## src/rtl/aim_pkg.sv

```systemverilog
// Shared constants and types for the AIM accumulator chain and the stages that
// consume its output.
package aim_pkg;

  localparam int N_FANIN = 20;  // activations per vector (AIM fan-in)
  localparam int SUM_W   = 13;  // signed neuron-sum width
  localparam int ACT_W   = 9;   // signed activation width

  typedef enum logic [0:0] {
    FILL = 1'b0,
    EMIT = 1'b1
  } state_e;

  typedef logic [N_FANIN*ACT_W-1:0] act_vec_t;

endpackage

```

## src/rtl/act_quant.sv

```systemverilog
// Combinational requantiser: sign-extend, round half up, arithmetic shift, saturate.
// Define ACT_RELU_EN to clamp negative results to zero.
module act_quant
  import aim_pkg::*;
#(
  parameter int IN_W  = SUM_W,
  parameter int OUT_W = ACT_W,
  parameter int SHIFT = 2
) (
  input  logic signed [IN_W-1:0]  sum,
  output logic signed [OUT_W-1:0] act
);

  // One guard bit so that adding the rounding constant can never wrap.
  localparam int EXT_W = IN_W + 1;
  localparam int MAX_I = (1 << (OUT_W - 1)) - 1;
  localparam int MIN_I = -(1 << (OUT_W - 1));
  localparam logic signed [EXT_W-1:0] SAT_MAX = EXT_W'(MAX_I);
  localparam logic signed [EXT_W-1:0] SAT_MIN = EXT_W'(MIN_I);

  logic signed [EXT_W-1:0] ext;
  logic signed [EXT_W-1:0] rounded;
  logic signed [EXT_W-1:0] shifted;
  logic signed [EXT_W-1:0] sat;

  assign ext = {sum[IN_W-1], sum};

  generate
    if (SHIFT > 0) begin : g_round
      localparam logic signed [EXT_W-1:0] HALF = EXT_W'(1) << (SHIFT - 1);
      assign rounded = ext + HALF;
    end else begin : g_no_round
      assign rounded = ext;
    end
  endgenerate

  assign shifted = rounded >>> SHIFT;

  always_comb begin
    // NOTE: every variable written here gets a value first, so no path can
    // leave it holding its old value (which would infer a latch).
    sat = shifted;
    if (shifted > SAT_MAX) begin
      sat = SAT_MAX;
    end else if (shifted < SAT_MIN) begin
      sat = SAT_MIN;
    end
`ifdef ACT_RELU_EN
    if (sat < 0) begin
      sat = '0;
    end
`endif
    act = OUT_W'(sat);
  end

endmodule

```

## src/rtl/neuron_act_pack.sv

```systemverilog
// Packs requantised neuron sums into N-entry activation vectors with a non-zero
// mask for the next AIM layer. ACT_RELU_EN selects ReLU clamping in act_quant.
module neuron_act_pack
  import aim_pkg::*;
#(
  parameter int N     = N_FANIN,
  parameter int IN_W  = SUM_W,
  parameter int OUT_W = ACT_W,
  parameter int SHIFT = 2
) (
  input  logic                   clk,
  input  logic                   reset,
  input  logic signed [IN_W-1:0] in_sum,
  input  logic                   in_valid,
  input  logic                   in_last,
  output logic                   in_ready,
  output logic [N*OUT_W-1:0]     act_vec,
  output logic [N-1:0]           nz_mask,
  output logic [4:0]             act_count,
  output logic                   out_valid,
  input  logic                   out_ready
);

  localparam int IDX_W = 5;
  localparam logic [IDX_W-1:0] LAST_IDX = IDX_W'(N - 1);
  localparam logic [0:0] ST_FILL = FILL;
  localparam logic [0:0] ST_EMIT = EMIT;

  logic [0:0]              state;
  logic [IDX_W-1:0]        idx;
  logic signed [OUT_W-1:0] q_act;
  logic                    accept;
  logic                    closing;

  act_quant #(
    .IN_W (IN_W),
    .OUT_W(OUT_W),
    .SHIFT(SHIFT)
  ) u_quant (
    .sum(in_sum),
    .act(q_act)
  );

  // Handshake outputs decode straight from the state flop: no input reaches them.
  assign in_ready  = (state == ST_FILL);
  assign out_valid = (state == ST_EMIT);
  assign accept    = in_valid && in_ready;
  assign closing   = in_last || (idx == LAST_IDX);

  always_ff @(posedge clk or posedge reset) begin
    // NOTE: the vector storage is ordinary flops, not a RAM, and must read back
    // as zero after reset, so it is cleared here along with the control state.
    if (reset) begin
      state     <= ST_FILL;
      idx       <= '0;
      act_vec   <= '0;
      nz_mask   <= '0;
      act_count <= '0;
    end else if (state == ST_FILL) begin
      if (accept) begin
        // NOTE: non-blocking assignments here, so idx below still reads its
        // pre-edge value when choosing the slot and computing act_count.
        for (int k = 0; k < N; k++) begin
          if (idx == IDX_W'(k)) begin
            act_vec[k*OUT_W +: OUT_W] <= q_act;
            nz_mask[k]                <= (q_act != '0);
          end
        end
        idx <= idx + 1'b1;
        if (closing) begin
          state     <= ST_EMIT;
          act_count <= idx + 1'b1;
        end
      end
    end else if (out_ready) begin
      // Vector handed over: start the next one from a clean slate.
      state     <= ST_FILL;
      idx       <= '0;
      act_vec   <= '0;
      nz_mask   <= '0;
      act_count <= '0;
    end
  end

endmodule

```

## config.mk

```make
export PLATFORM = sky130hd
export DESIGN_NAME = neuron_act_pack
export DESIGN_NICKNAME = d
export VERILOG_FILES = /design/src/rtl/aim_pkg.sv /design/src/rtl/act_quant.sv /design/src/rtl/neuron_act_pack.sv
export SDC_FILE = /design/constraint.sdc
export NUM_CORES = 1
export LEC_CHECK = 0
export CAP_MARGIN = 0
export CORE_ASPECT_RATIO = 1.25
export CORE_MARGIN = 5
export CORE_UTILIZATION = 50
export CTS_CLUSTER_DIAMETER = 30
export DETAILED_ROUTE_END_ITERATION = 6
export PLACE_DENSITY = 0.78
export SYNTH_ARGS = -nofsm -noshare
export SYNTH_HDL_FRONTEND = slang
export SYNTH_HIERARCHICAL = 1
export SYNTH_SLANG_ARGS = --single-unit
export TNS_END_PERCENT = 10
```

## constraint.sdc

```tcl
create_clock -name clk -period 9.3 [get_ports clk]
set_input_delay 1.86 -clock clk [delete_from_list [all_inputs] [get_ports clk]]
set_output_delay 1.86 -clock clk [all_outputs]
set_load 0.005 [all_outputs]
```

== Word-level counts from Yosys, hierarchy flattened ==
Index checks and enable logic that the tools add are counted.

* $add $sub $neg: 2
* $lt $le $gt $ge: 2
* Equal/unequal tests: 20
* Multiplexer cells: 58
* Bitwise operators: 1
* Reductions and logical operators: 48

{| class="wikitable"
|+ Operators by type and width
! cell !! number
|-
| $mux W180 || 3
|-
| $mux W9 || 22
|-
| $reduce_and A3 Y1 || 21
|-
| $mux W20 || 3
|-
| $reduce_bool A2 Y1 || 22
|-
| $eq A5 B4 Y1 const B || 8
|-
| $mux W5 || 6
|-
| $mux W1 || 24
|-
| $eq A5 B3 Y1 const B || 4
|-
| $eq A5 B5 Y1 const B || 4
|-
| $add A13 B3 Y14 const B || 1
|-
| $gt A12 B9 Y1 const B || 1
|-
| $lt A12 B9 Y1 const B || 1
|-
| $eq A5 B2 Y1 const B || 2
|-
| $reduce_bool A9 Y1 || 1
|-
| $add A5 B1 Y5 const B || 1
|-
| $eq A5 B1 Y1 const B || 1
|-
| $logic_not A5 Y1 || 1
|-
| $ne A2 B2 Y1 const B || 1
|-
| $reduce_and A2 Y1 || 1
|-
| $logic_and A1 B1 Y1 || 1
|-
| $logic_or A1 B1 Y1 || 1
|-
| $not A1 Y1 || 1
|}

* Bits in registers: 211
* Input bits: 18
* Output and inout port bits: 207
* Word-level logic and storage cells: 174

== Longest topological paths before layout ==
Gate-level depths: netlist of run 1.

* Word-level depth: 8
* Mapped depth: 11
* Gate-level depth less buffers: 8

== By module ==
Netlist of run 1, hierarchy kept.

{| class="wikitable"
|+ By module, submodules not included
! module !! instances !! cells each !! area each (um^2) !! seq. area each (um^2)
|-
| neuron_act_pack || 1 || 774 || 8878.5 || 5280.1
|-
| act_quant || 1 || 90 || 581.8 || 0.0
|}

== Worst setup path before layout of run 1 ==
Ideal clock, no wire load.

* Kind: input port to flip-flop
* Start: input port in_sum[1]
* End: register nz_mask[17]
* Setup time: 0.127 ns
* Arrival time: 4.253 ns
* Data required time: 9.173 ns
* Path slack: 4.920 ns
* Cell stages on the path: 11
* Buffers on the path: 3
* Path through: ha_1 -> buf_2 -> a21boi_1 -> or4b_1 -> buf_2 -> a2111oi_2 -> a221oi_1 -> or3_1 -> nor4_1 -> buf_2 -> mux2i_1

* Word-level cells in the longest chain between the ends: 8
* Elaborated cells on any way between the ends: 9
* Those cells by class: add/sub: 1; order compare: 2; mux: 5; reduce/logical: 1

{| class="wikitable"
|+ Ends and longest elaborated chain
! element !! RTL line !! source
|-
| start, declared || neuron_act_pack.sv:13 || <nowiki>input logic signed [IN_W-1:0] in_sum,</nowiki>
|-
| $add A13 B3 Y14 * || act_quant.sv:31 || <nowiki>assign rounded = ext + HALF;</nowiki>
|-
| $lt A12 B9 Y1 || act_quant.sv:45 || <nowiki>end else if (shifted < SAT_MIN) begin</nowiki>
|-
| $mux W9 || act_quant.sv:45 ||
|-
| $mux W9 * || act_quant.sv:43 || <nowiki>if (shifted > SAT_MAX) begin</nowiki>
|-
| net q_act[5] || neuron_act_pack.sv:31 || <nowiki>logic signed [OUT_W-1:0] q_act;</nowiki>
|-
| $reduce_bool A9 Y1 * || neuron_act_pack.sv:66 || <nowiki>nz_mask[k] <= (q_act != '0);</nowiki>
|-
| $mux W1 * || neuron_act_pack.sv:64 || <nowiki>if (idx == IDX_W'(k)) begin</nowiki>
|-
| $mux W20 * || neuron_act_pack.sv:60 || <nowiki>if (accept) begin</nowiki>
|-
| $mux W20 * || neuron_act_pack.sv:59 || <nowiki>end else if (state == ST_FILL) begin</nowiki>
|-
| end signal, assigned by index || neuron_act_pack.sv:66 ||
|-
| end, declared || neuron_act_pack.sv:18 || <nowiki>output logic [N-1:0] nz_mask,</nowiki>
|}

Mark *: on every way through the listed nets, which the timed path passes. The rest lies on a longest branch. The select of a mux whose other input is x is not followed.
A chain may end at the register's enable or synchronous reset.

== Worst setup path in the final report of run 1 ==
* Start: input port in_sum[4]
* End: register act_vec[37]

* Word-level cells in the longest chain between the ends: 7
* Elaborated cells on any way between the ends: 8
* Those cells by class: add/sub: 1; order compare: 2; mux: 5

{| class="wikitable"
|+ Ends and longest elaborated chain
! element !! RTL line !! source
|-
| $add A13 B3 Y14 * || act_quant.sv:31 ||
|-
| $lt A12 B9 Y1 || act_quant.sv:45 ||
|-
| $mux W9 || act_quant.sv:45 ||
|-
| $mux W9 * || act_quant.sv:43 ||
|-
| net q_act[1] || neuron_act_pack.sv:31 ||
|-
| $mux W9 * || neuron_act_pack.sv:64 ||
|-
| $mux W180 * || neuron_act_pack.sv:60 ||
|-
| $mux W180 * || neuron_act_pack.sv:59 ||
|-
| end signal, assigned by index || neuron_act_pack.sv:65 || <nowiki>act_vec[k*OUT_W +: OUT_W] <= q_act;</nowiki>
|-
| end, declared || neuron_act_pack.sv:17 || <nowiki>output logic [N*OUT_W-1:0] act_vec,</nowiki>
|}

Marked as above.

==> qor.json, run 1 <==
{
  "post-layout-total-power": {"value": 0.00318, "unit": "W"},
  "num_io_pins": {"value": 225},
  "worstRegToRegCells": {"value": 4},
  "fin_hold_ws": {"value": 0.506, "unit": "ns"},
  "most_frequent_cells_in_the_layout": {"value": "223 x clkdlybuf4s50_1, 211 x dfrtp_1, 167 x nand2_1"},
  "placeableCoreArea": {"value": 18700, "unit": "sq um"},
  "synthesis.nets": {"value": 888},
  "globalRouteTotalUtil": {"value": 25.8, "unit": "%"},
  "antenna_found_initial": {"value": 0},
  "grt_remaining_overflow": {"value": 0},
  "cts_buffers": {"value": 37},
  "grt_setup_unrepaired": {"value": "no"},
  "timing.final.max_slew_violations": {"value": 0},
  "clock_tree.root_cell": {"value": "clkbuf_16"},
  "drt_first_pass_iters": {"value": 5},
  "run_status": {"value": "finished clean"},
  "postSynthRegisterBits": {"value": 211},
  "synth_enable_flop_cells": {"value": 0},
  "design_area": {"value": 13000, "unit": "sq um"},
  "wire_length_of_the_first_global_routing_pass": {"value": 44.6, "unit": "mm"},
  "required_time_of_the_critical_path": {"value": 9.68, "unit": "ns"},
  "crit_arrival": {"value": 5.42, "unit": "ns"},
  "number_of_global_route_vias_before_repair": {"value": 7839},
  "critical_path.cell_chain": {"value": "clkdlybuf4s50_1, nand4_2, o31ai_2, nand2_1, a221oi_1, nand2_1, mux2i_1"},
  "floorplan.initialDensity": {"value": 50.6, "unit": "%"},
  "largest_net_degree_at_the_start_of_global_routing": {"value": 127},
  "finalWorstPathRequiredPeriod": {"value": 5.04, "unit": "ns"},
  "synth_area": {"value": 9460, "unit": "sq um"},
  "dpl-instance-area": {"value": 11700, "unit": "sq um"},
  "slew_headroom": {"value": 12.8, "unit": "%"},
  "layout_worst_path_cycle_share": {"value": 54.2, "unit": "%"},
  "area_growth": {"value": 37.0, "unit": "%"},
  "post_synthesis_async_set_or_reset_flop_share": {"value": 100, "unit": "%"},
  "average_wire_length_per_cell_after_detail_routing": {"value": 21.6, "unit": "microns"},
  "hpwl": {"value": 17.6, "unit": "mm"},
  "seq_area_frac_synth": {"value": 55.8, "unit": "%"},
  "postRouteWirelength": {"value": 28.2, "unit": "mm"},
  "critical_path_capture_point_type": {"value": "register"},
  "hold_violations": {"value": 0},
  "number_of_distinct_library_cells_after_synthesis": {"value": 58},
  "area_of_the_die": {"value": 21800, "unit": "sq um"},
  "port-buffer-count": {"value": 223},
  "critical_r2r_capture": {"value": "act_vec[141]$_DFFE_PP0P_"},
  "hp-start": {"value": "act_count[0]$_DFFE_PP0P_"},
  "synth_top_flop_cell": {"value": "dfrtp_1"},
  "max_clock_freq": {"value": 198, "unit": "MHz"},
  "filler_cell_count": {"value": 1386},
  "detail_route.vias_per_cell": {"value": 5.66},
  "clock_tree.htree_level_count": {"value": 2},
  "layout.area.seq": {"value": 5280, "unit": "sq um"},
  "maximum_vdd_drop": {"value": 190, "unit": "uV"},
  "die_x": {"value": 133, "unit": "microns"},
  "cpPeakStageDelay": {"value": 0.83, "unit": "ns"},
  "instances_no_fill": {"value": 1307},
  "clock_insertion_delay_at_the_later_pin_of_the_skew_report": {"value": 0.51, "unit": "ns"},
  "crit_fanout": {"value": 20},
  "dr_total_vias": {"value": 7392},
  "post-cts-setup-buffers": {"value": 0},
  "final_net_count": {"value": 1073},
  "timing.hold.worst.class": {"value": "reg2reg"},
  "min_delay_path_depth": {"value": 1},
  "measured_slew_at_the_worst_slew_check_pin": {"value": 1.31, "unit": "ns"},
  "cp_common_cell": {"value": "nand2_1"},
  "synthCells": {"value": 864},
  "min_delay_worst_endpoint": {"value": "act_count[0]$_DFFE_PP0P_"},
  "critical_path.startpoint_type": {"value": "primary input"},
  "total_area_of_multi_input_combinational_cells": {"value": 3760, "unit": "sq um"},
  "clock-skew-final": {"value": 0.0180, "unit": "ns"},
  "total_leakage_power": {"value": 6.43, "unit": "nW"},
  "antenna-diode-count": {"value": 0},
  "timing.critical_path.max_delay_family": {"value": "simple AND/OR/NAND/NOR gates"},
  "layout-drive-gt1-share": {"value": 7.07, "unit": "%"},
  "drcViolationCount": {"value": 0},
  "post_cts_resized": {"value": 0},
  "cts.sinks": {"value": 211},
  "syn-mean-instance-area": {"value": 10.9, "unit": "sq um"},
  "fp.dieH": {"value": 164, "unit": "microns"},
  "cts.path.max_buffers": {"value": 3},
  "post_cts_clock_slew_at_the_launch_and_capture_registers_of_the_worst_setup_and_hold_paths": {"value": 0.05, "unit": "ns"},
  "synth_warnings": {"value": 6},
  "report.final.setup_viol": {"value": 0},
  "critPathKind": {"value": "in2reg"},
  "r2r_slack": {"value": 6.55, "unit": "ns"},
  "detail_route.iter0.violations": {"value": 531},
  "numPlacedInstances": {"value": 1242},
  "r2r-start": {"value": "out_valid$_DFF_PP0_"},
  "num_rows": {"value": 56},
  "power_density": {"value": 245, "unit": "nW/um^2"},
  "ctsHoldBuffers": {"value": 0},
  "mostFrequentLayoutCell": {"value": "clkdlybuf4s50_1"},
  "final_replace_weighted_congestion": {"value": 0.867},
  "cp_slowest_cell": {"value": "nand2_1"},
  "tritoncts": {"value": "done"},
  "drt.antenna.violating_nets": {"value": 0},
  "crit_buf_inv": {"value": 1},
  "cap_viol_max_count": {"value": 0},
  "totalNegativeSetupSlack": {"value": 0, "unit": "ns"}
}
-- cell usage after synthesis, types with 6 or more instances --
library cell / number / area, sq um
a21oi_1: 7 / 35.0
buf_2: 21 / 105
clkbuf_1: 54 / 203
dfrtp_1: 211 / 5280
ha_1: 6 / 75.1
inv_1: 22 / 82.6
mux2i_1: 161 / 1610
nand2_1: 168 / 631
nand3_1: 9 / 45.0
nor2_1: 8 / 30.0
nor3_1: 11 / 55.1
o211ai_1: 41 / 308
o21ai_0: 30 / 150
o21ai_1: 20 / 100
or2_1: 14 / 87.6
-- stage by stage --
stage	util [%]	setup slack, ns
floorplan	-	1.67
global placement	62.6	3.83
detailed placement	62.6	3.80
CTS	69.3	4.33
global route	69.3	4.02
finish	69.3	4.26
-- state kept, by name, summed over array words and instances, names as in the netlist --
signal	count
act_vec	180
out_valid	1
idx	5
act_count	5
nz_mask	20
-- metal layers --
layer  wire length (microns)  global-route usage, %
met4                     821                   8.51
met3                    2380                   8.24
met2                   13700                   42.7
met1                   11300                   32.2
met5                       0                      0
-- cell families (layout without fill, tap and decap cells) --
logic type	after synthesis	after routing	synth area share, %
AOI/OAI and AO/OA	130	130	9.15
adders and majority gates	6	6	0.794
and+or+nand+nor	241	241	11.7
muxes	164	164	17.4
DFF	211	211	55.8
buffers and inverters	106	317	4.60
xor gates and xnor gates	6	6	0.555
-- power by group --
part | total, W | leakage (nW) | internal [W] | switching (W)
clock | 0.00135 | 0.615 | 0.000906 | 0.000447
combinational | 0.000674 | 2.91 | 0.000336 | 0.000339
sequential | 0.00115 | 2.90 | 0.00106 | 0.0000972
-- area by class of cell --
cell class | count | area share [%]
sequential | 211 | 40.7
multi-input combinational | 547 | 29.0
timing repair buffer | 229 | 17.6
clock buffer | 50 | 8.16
tap | 232 | 2.24
clock inverter | 15 | 1.52
inverter | 23 | 0.724
-- how the worst max path moves through the flow --
stage,cells past startpoint,start,to
after floorplan,1,reset,act_count[0]$_DFFE_PP0P_
after global placement,7,in_sum[4],act_vec[121]$_DFFE_PP0P_
after detailed placement,7,in_sum[4],act_vec[121]$_DFFE_PP0P_
after CTS,7,in_sum[4],act_vec[37]$_DFFE_PP0P_
after global routing,7,in_sum[4],act_vec[37]$_DFFE_PP0P_
final,7,in_sum[4],act_vec[37]$_DFFE_PP0P_
No activity file was read; power rests on OpenSTA's default activity.
==> run 2: changes to the inputs <==
==> constraint.sdc (replaced) <==
create_clock -name clk -period 5.1 [get_ports clk]
set_input_delay 1.02 -clock clk [delete_from_list [all_inputs] [get_ports clk]]
set_output_delay 1.02 -clock clk [all_outputs]
set_load 0.005 [all_outputs]
==> qor.json, run 2 (synthesis results as in run 1) <==
{
  "totalNegativeSetupSlack": {"value": 0, "unit": "ns", "change": "unchanged"},
  "drt_first_pass_iters": {"value": 5, "change": "unchanged"},
  "fin_hold_ws": {"value": 0.486, "unit": "ns", "change": "-0.0198 ns"},
  "cap_viol_max_count": {"value": 0, "change": "unchanged"},
  "detail_route.iter0.violations": {"value": 556, "change": "+4.7%"},
  "layout_worst_path_cycle_share": {"value": 77.3, "unit": "%"},
  "clock_tree.htree_level_count": {"value": 2, "change": "unchanged"},
  "reg_top3": {"value": "act_vec x180, nz_mask x20"},
  "area_growth": {"value": 37.0, "unit": "%", "change": "about the same"},
  "report.final.setup_viol": {"value": 0, "change": "unchanged"},
  "area_of_the_die": {"value": 21800, "unit": "sq um", "change": "unchanged"},
  "clock_power_share": {"value": 41.3, "unit": "%", "change": "-1.2 points"},
  "tritoncts": {"value": "done"},
  "wire_length_of_the_first_global_routing_pass": {"value": 44.5, "unit": "mm", "change": "-0.25%"},
  "layout-drive-gt1-share": {"value": 7.96, "unit": "%", "change": "+0.89 points"},
  "cts_buffers": {"value": 35, "change": "-5.4%"},
  "critPathKind": {"value": "in2reg"},
  "power.net_switching": {"value": 0.00163, "unit": "W", "change": "+84%"},
  "p_comb_share": {"value": 21.9, "unit": "%", "change": "+0.7 points"},
  "clock-skew-final": {"value": 0.0102, "unit": "ns", "change": "-0.00778 ns"},
  "post_cts_resized": {"value": 0, "change": "unchanged"},
  "total_leakage_power": {"value": 6.42, "unit": "nW", "change": "-0.14%"},
  "crit_fanout": {"value": 20, "change": "unchanged"},
  "antenna_found_initial": {"value": 0, "change": "unchanged"},
  "num_io_pins": {"value": 225, "change": "unchanged"},
  "largest_reg_flops": {"value": 180, "change": "unchanged"},
  "clock_insertion_delay_at_the_later_pin_of_the_skew_report": {"value": 0.49, "unit": "ns", "change": "-0.02 ns"},
  "post-cts-setup-buffers": {"value": 0, "change": "unchanged"},
  "cts.path.max_buffers": {"value": 3, "change": "unchanged"},
  "netSwitchingFraction": {"value": 28.6, "unit": "%", "change": "+0.90 points"},
  "placeableCoreArea": {"value": 18700, "unit": "sq um", "change": "unchanged"},
  "globalRouteTotalUtil": {"value": 25.8, "unit": "%", "change": "about the same"},
  "clock_tree.root_cell": {"value": "clkbuf_16"},
  "filler_cell_count": {"value": 1389, "change": "+0.22%"},
  "critical_path.cell_chain": {"value": "clkdlybuf4s50_1, ha_1, a21boi_1, or4b_1, a31oi_1, a211oi_1, or4_1, nor4_2, buf_4, mux2i_1"},
  "utilization": {"value": 69.3, "unit": "%", "change": "about the same"},
  "timing.final.max_slew_violations": {"value": 0, "change": "unchanged"},
  "hpwl": {"value": 18.0, "unit": "mm", "change": "+2.4%"},
  "port-buffer-count": {"value": 223, "change": "unchanged"},
  "hold_violations": {"value": 0, "change": "unchanged"},
  "detail_route.vias_per_cell": {"value": 5.68, "change": "+0.40%"},
  "cts.sinks": {"value": 211, "change": "unchanged"},
  "dr_total_vias": {"value": 7456, "change": "+0.87%"},
  "required_time_of_the_critical_path": {"value": 5.42, "unit": "ns", "change": "-4.26 ns"},
  "post-layout-total-power": {"value": 0.00568, "unit": "W", "change": "+79%"},
  "power_density": {"value": 438, "unit": "nW/um^2", "change": "+78%"},
  "antenna-diode-count": {"value": 0, "change": "unchanged"},
  "final_replace_weighted_congestion": {"value": 0.845, "change": "-2.6%"},
  "num_rows": {"value": 56, "change": "unchanged"},
  "drt.antenna.violating_nets": {"value": 0, "change": "unchanged"},
  "postRouteWirelength": {"value": 28.0, "unit": "mm", "change": "-0.71%"},
  "critical_path.startpoint_type": {"value": "primary input"},
  "grt_setup_unrepaired": {"value": "no"},
  "cp_slowest_cell": {"value": "or4b_1"},
  "finalWorstPathRequiredPeriod": {"value": 3.94, "unit": "ns"},
  "max_clock_freq": {"value": 254, "unit": "MHz"},
  "power_report.internal_total": {"value": 0.00405, "unit": "W", "change": "+76%"},
  "number_of_global_route_vias_before_repair": {"value": 7766, "change": "-0.93%"},
  "maximum_vdd_drop": {"value": 403, "unit": "uV", "change": "+110%"},
  "power_frac_seq": {"value": 36.8, "unit": "%", "change": "+0.5 points"},
  "post_cts_clock_slew_at_the_launch_and_capture_registers_of_the_worst_setup_and_hold_paths": {"value": 0.05, "unit": "ns", "change": "about the same"},
  "final_net_count": {"value": 1080, "change": "+0.65%"},
  "grt_remaining_overflow": {"value": 0, "change": "unchanged"},
  "cpPeakStageDelay": {"value": 0.61, "unit": "ns", "change": "-0.22 ns"},
  "fp.dieH": {"value": 164, "unit": "microns", "change": "unchanged"},
  "ctsHoldBuffers": {"value": 0, "change": "unchanged"},
  "timing.hold.worst.class": {"value": "reg2reg"},
  "mostFrequentLayoutCell": {"value": "clkdlybuf4s50_1"},
  "die_x": {"value": 133, "unit": "microns", "change": "unchanged"},
  "critical_path_capture_point_type": {"value": "register"},
  "crit_arrival": {"value": 4.26, "unit": "ns", "change": "-1.16 ns"},
  "floorplan.initialDensity": {"value": 50.6, "unit": "%", "change": "unchanged"},
  "run_status": {"value": "finished clean"},
  "slew_headroom": {"value": 22.6, "unit": "%", "change": "+9.9 points"},
  "largest_net_degree_at_the_start_of_global_routing": {"value": 102, "change": "-20%"},
  "measured_slew_at_the_worst_slew_check_pin": {"value": 1.16, "unit": "ns", "change": "-0.148 ns"},
  "largest_register": {"value": "act_vec"},
  "average_wire_length_per_cell_after_detail_routing": {"value": 21.3, "unit": "microns", "change": "-1.2%"},
  "drcViolationCount": {"value": 0, "change": "unchanged"},
  "most_frequent_cells_in_the_layout": {"value": "223 x clkdlybuf4s50_1, 211 x dfrtp_1, 167 x nand2_1"}
}
-- run 2: per-layer routing --
metal	track usage, %	vias to the layer above	share of wire (%)
li1	-	3357	-
met1	33.5	3720	41
met2	41.0	309	47
met3	8.12	70	8.6
met4	9.31	0	3.5
met5	0	-	0
-- run 2: power groups by stage --
stage	combinational (W)	sequential [W]	clock (W)
3_3_place_gp	0.00122	0.00211	0
3_5_place_dp	0.00124	0.00211	0
2_1_floorplan	0.000527	0.00210	0
6_report	0.00124	0.00209	0.00235
5_1_grt	0.00135	0.00213	0.00245
4_1_cts	0.00126	0.00209	0.00237
-- run 2: path summary, 6_finish.rpt --
path / from / endpoint / slack (ns) / cells after the start
min in group asynchronous: reset / act_vec[133]$_DFFE_PP0P_ / 0.94 / 2
worst max-delay path: in_sum[1] / nz_mask[17]$_DFFE_PP0P_ / 1.16 / 10
worst min register to register: act_count[1]$_DFFE_PP0P_ / act_count[1]$_DFFE_PP0P_ / 0.49 / 1
worst max register to register: out_valid$_DFF_PP0_ / act_vec[141]$_DFFE_PP0P_ / 2.58 / 3
worst min-delay path: act_count[1]$_DFFE_PP0P_ / act_count[1]$_DFFE_PP0P_ / 0.49 / 1
max in group asynchronous: reset / act_vec[61]$_DFFE_PP0P_ / 3.15 / 3
-- run 2: through the flow --
step | instances | worst slack (ns) | instance area (sq um)
3_5_place_dp | 1251 | 0.723 | 11800
3_3_place_gp | 1251 | 0.751 | 11800
5_1_grt | 1313 | 0.949 | 13000
6_report | 1313 | 1.16 | 13000
4_1_cts | 1313 | 1.21 | 13000
2_1_floorplan | 864 | 1.34 | 9460
-- run 2: cell type report --
class / instances / area (sq um) / area share (%)
multi-input combinational: 547 / 3760 / 29.0
clock inverter: 21 / 233 / 1.80
clock buffer: 41 / 951 / 7.33
inverter: 23 / 90.1 / 0.695
timing repair buffer: 238 / 2360 / 18.2
tap: 232 / 290 / 2.24
sequential: 211 / 5280 / 40.7
-- run 2: worst max-delay path: cells and delay by family --
family / cells / cell delay (ns)
adder cells (fa/ha/maj): 1 / 0.35
AND/OR/NAND/NOR: 3 / 1.39
multiplexers: 1 / 0.12
buffers and inverters: 2 / 0.77
AO/OA/AOI/OAI: 3 / 0.60
==> run 3: changes to the inputs <==
==> constraint.sdc (replaced) <==
create_clock -name clk -period 3.9 [get_ports clk]
set_input_delay 0.78 -clock clk [delete_from_list [all_inputs] [get_ports clk]]
set_output_delay 0.78 -clock clk [all_outputs]
set_load 0.005 [all_outputs]
==> qor.json, run 3 (synthesis results as in run 1) <==
{
  "min_delay_path_depth": {"value": 1, "change": "unchanged"},
  "power_density": {"value": 566, "unit": "nW/um^2", "change": "+29%"},
  "port-buffer-count": {"value": 223, "change": "unchanged"},
  "dp_worst_slack": {"value": -0.0118, "unit": "ns", "change": "-0.734 ns"},
  "num_rows": {"value": 56, "change": "unchanged"},
  "worstRegToRegCells": {"value": 4, "change": "+1"},
  "report.final.setup_viol": {"value": 0, "change": "unchanged"},
  "timing.final.max_slew_violations": {"value": 0, "change": "unchanged"},
  "min_delay_worst_endpoint": {"value": "act_count[1]$_DFFE_PP0P_"},
  "cts.sinks": {"value": 211, "change": "unchanged"},
  "critPathKind": {"value": "in2reg"},
  "totalNegativeSetupSlack": {"value": 0, "unit": "ns", "change": "unchanged"},
  "max_clock_freq": {"value": 298, "unit": "MHz"},
  "final_net_count": {"value": 1100, "change": "+1.9%"},
  "cpPeakStageDelay": {"value": 0.61, "unit": "ns", "change": "about the same"},
  "dr_total_vias": {"value": 7500, "change": "+0.59%"},
  "area_growth": {"value": 39.1, "unit": "%"},
  "num_io_pins": {"value": 225, "change": "unchanged"},
  "number_of_global_route_vias_before_repair": {"value": 7784, "change": "+0.23%"},
  "area_of_the_die": {"value": 21800, "unit": "sq um", "change": "unchanged"},
  "largest_reg_flops": {"value": 180, "change": "unchanged"},
  "critical_path_capture_point_type": {"value": "register"},
  "detail_route.vias_per_cell": {"value": 5.63, "change": "-0.92%"},
  "average_wire_length_per_cell_after_detail_routing": {"value": 20.8, "unit": "microns", "change": "-2.4%"},
  "ctsHoldBuffers": {"value": 0, "change": "unchanged"},
  "drcViolationCount": {"value": 0, "change": "unchanged"},
  "placeableCoreArea": {"value": 18700, "unit": "sq um", "change": "unchanged"},
  "layout-drive-gt1-share": {"value": 9.72, "unit": "%", "change": "+1.8 points"},
  "clock_power_share": {"value": 41.1, "unit": "%", "change": "-0.2 points"},
  "utilization": {"value": 70.4, "unit": "%", "change": "+1.1 points"},
  "run_status": {"value": "finished clean"},
  "grt_setup_unrepaired": {"value": "no"},
  "hp-start": {"value": "act_count[1]$_DFFE_PP0P_"},
  "clock_tree.root_cell": {"value": "clkbuf_16"},
  "cts.path.max_buffers": {"value": 3, "change": "unchanged"},
  "largest_net_degree_at_the_start_of_global_routing": {"value": 134, "change": "+31%"},
  "grt_remaining_overflow": {"value": 0, "change": "unchanged"},
  "critical_path.cell_chain": {"value": "clkdlybuf4s50_1, ha_1, a21boi_1, or4b_1, a31oi_1, a211oi_1, or4_1, nor4_2, buf_4, mux2i_1"},
  "finalWorstPathRequiredPeriod": {"value": 3.36, "unit": "ns"},
  "antenna-diode-count": {"value": 0, "change": "unchanged"},
  "critical_path.startpoint_type": {"value": "primary input"},
  "slew_headroom": {"value": 49.5, "unit": "%", "change": "+27 points"},
  "post_cts_resized": {"value": 0, "change": "unchanged"},
  "netSwitchingFraction": {"value": 27.8, "unit": "%", "change": "-0.89 points"},
  "post-cts-setup-buffers": {"value": 0, "change": "unchanged"},
  "mostFrequentLayoutCell": {"value": "clkdlybuf4s50_1"},
  "floorplan.initialDensity": {"value": 50.6, "unit": "%", "change": "unchanged"},
  "die_x": {"value": 133, "unit": "microns", "change": "unchanged"},
  "design_area": {"value": 13200, "unit": "sq um", "change": "+1.5%"},
  "detail_route.iter0.violations": {"value": 522, "change": "-6.1%"},
  "timing.final.ws_setup": {"value": 0.542, "unit": "ns", "change": "-0.617 ns"},
  "timing.hold.worst.class": {"value": "reg2reg"},
  "power_report.internal_total": {"value": 0.00539, "unit": "W", "change": "+33%"},
  "r2r_slack": {"value": 1.68, "unit": "ns", "change": "-0.90 ns"},
  "measured_slew_at_the_worst_slew_check_pin": {"value": 0.755, "unit": "ns", "change": "-0.402 ns"},
  "cp_slowest_cell": {"value": "or4b_1"},
  "dpl-instance-area": {"value": 12000, "unit": "sq um", "change": "+1.7%"},
  "clock_tree.htree_level_count": {"value": 1, "change": "-1"},
  "r2r-start": {"value": "out_valid$_DFF_PP0_"},
  "fin_hold_ws": {"value": 0.498, "unit": "ns", "change": "+0.0115 ns"},
  "p_comb_share": {"value": 22.1, "unit": "%", "change": "+0.2 points"},
  "crit_arrival": {"value": 3.75, "unit": "ns", "change": "-0.51 ns"},
  "tritoncts": {"value": "done"},
  "drt_first_pass_iters": {"value": 7, "change": "+2"},
  "post_cts_clock_slew_at_the_launch_and_capture_registers_of_the_worst_setup_and_hold_paths": {"value": 0.06, "unit": "ns", "change": "about the same"},
  "cts_buffers": {"value": 31, "change": "-11%"},
  "largest_register": {"value": "act_vec"},
  "clock-skew-final": {"value": 0.00994, "unit": "ns", "change": "-0.000273 ns"},
  "crit_fanout": {"value": 20, "change": "unchanged"},
  "layout_worst_path_cycle_share": {"value": 86.1, "unit": "%"},
  "total_leakage_power": {"value": 6.55, "unit": "nW", "change": "+2.1%"},
  "wire_length_of_the_first_global_routing_pass": {"value": 44.1, "unit": "mm", "change": "-0.96%"},
  "clock_insertion_delay_at_the_later_pin_of_the_skew_report": {"value": 0.54, "unit": "ns", "change": "+0.05 ns"},
  "power_frac_seq": {"value": 36.7, "unit": "%", "change": "about the same"},
  "antenna_found_initial": {"value": 0, "change": "unchanged"},
  "cap_viol_max_count": {"value": 0, "change": "unchanged"},
  "reg_top3": {"value": "act_vec x180, nz_mask x20"},
  "final_replace_weighted_congestion": {"value": 0.883, "change": "+4.6%"},
  "power.net_switching": {"value": 0.00207, "unit": "W", "change": "+27%"},
  "drt.antenna.violating_nets": {"value": 0, "change": "unchanged"},
  "filler_cell_count": {"value": 1349, "change": "-2.9%"},
  "hold_violations": {"value": 0, "change": "unchanged"},
  "most_frequent_cells_in_the_layout": {"value": "223 x clkdlybuf4s50_1, 211 x dfrtp_1, 167 x nand2_1"},
  "fp.dieH": {"value": 164, "unit": "microns", "change": "unchanged"},
  "maximum_vdd_drop": {"value": 448, "unit": "uV", "change": "+11%"},
  "required_time_of_the_critical_path": {"value": 4.29, "unit": "ns", "change": "-1.13 ns"},
  "hpwl": {"value": 18.3, "unit": "mm", "change": "+1.4%"},
  "globalRouteTotalUtil": {"value": 25.4, "unit": "%", "change": "-0.40 points"},
  "critical_r2r_capture": {"value": "act_vec[129]$_DFFE_PP0P_"},
  "postRouteWirelength": {"value": 27.7, "unit": "mm", "change": "-0.96%"}
}
[run 3: cell types whose count changed in the layout (fill, tap and decap cells not counted), sizes merged]
cell / delta
buf: +24
inv: -2
clkinvlp: -3
bufinv: +4
clkbuf: -3
[run 3: per-layer routing]
metal,vias to the layer above,global-route usage (%),share of wire [%]
met2,312,41.2,47
met4,0,8.51,2.9
met3,57,7.17,9.1
met1,3720,33.0,40
met5,-,0,0
li1,3411,-,-
[run 3: layout make-up]
cell class | instances | area, sq um | share of cell area [%]
Clock buffer | 38 | 852 | 6.47
Clock inverter | 20 | 324 | 2.46
Inverter | 23 | 90.1 | 0.684
Multi-Input combinational cell | 547 | 3760 | 28.6
Sequential cell | 211 | 5280 | 40.1
Tap cell | 232 | 290 | 2.21
Timing Repair Buffer | 262 | 2560 | 19.5
[run 3: how the worst max path moves through the flow]
stage / start / cells past startpoint / endpoint
2_1_floorplan: reset / 1 / act_count[0]$_DFFE_PP0P_
3_3_place_gp: in_sum[1] / 10 / nz_mask[10]$_DFFE_PP0P_
3_5_place_dp: in_sum[1] / 10 / nz_mask[8]$_DFFE_PP0P_
4_1_cts: in_sum[1] / 10 / nz_mask[4]$_DFFE_PP0P_
5_1_grt: in_sum[1] / 10 / nz_mask[4]$_DFFE_PP0P_
6_report: in_sum[1] / 10 / nz_mask[4]$_DFFE_PP0P_
[run 3: worst max-delay path, delay by kind of cell]
kind	cells	cell delay, ns
buf+inv	2	0.73
mux	1	0.12
compound gates	3	0.49
simple gates	3	1.39
fa+ha+maj	1	0.23
[run 3: metrics by stage]
stage	power, W	std cells
2_1_floorplan	0.00344	864
3_3_place_gp	0.00438	1275
3_5_place_dp	0.00442	1275
4_1_cts	0.00751	1333
5_1_grt	0.00780	1333
6_report	0.00746	1333
[run 3: power groups by stage]
stage,logic (W),registers [W],clock network [W]
after CTS,0.00167,0.00274,0.00311
after floorplan,0.000690,0.00275,0
final,0.00165,0.00274,0.00307
after global routing,0.00179,0.00278,0.00323
after global placement,0.00163,0.00276,0
after detailed placement,0.00166,0.00277,0
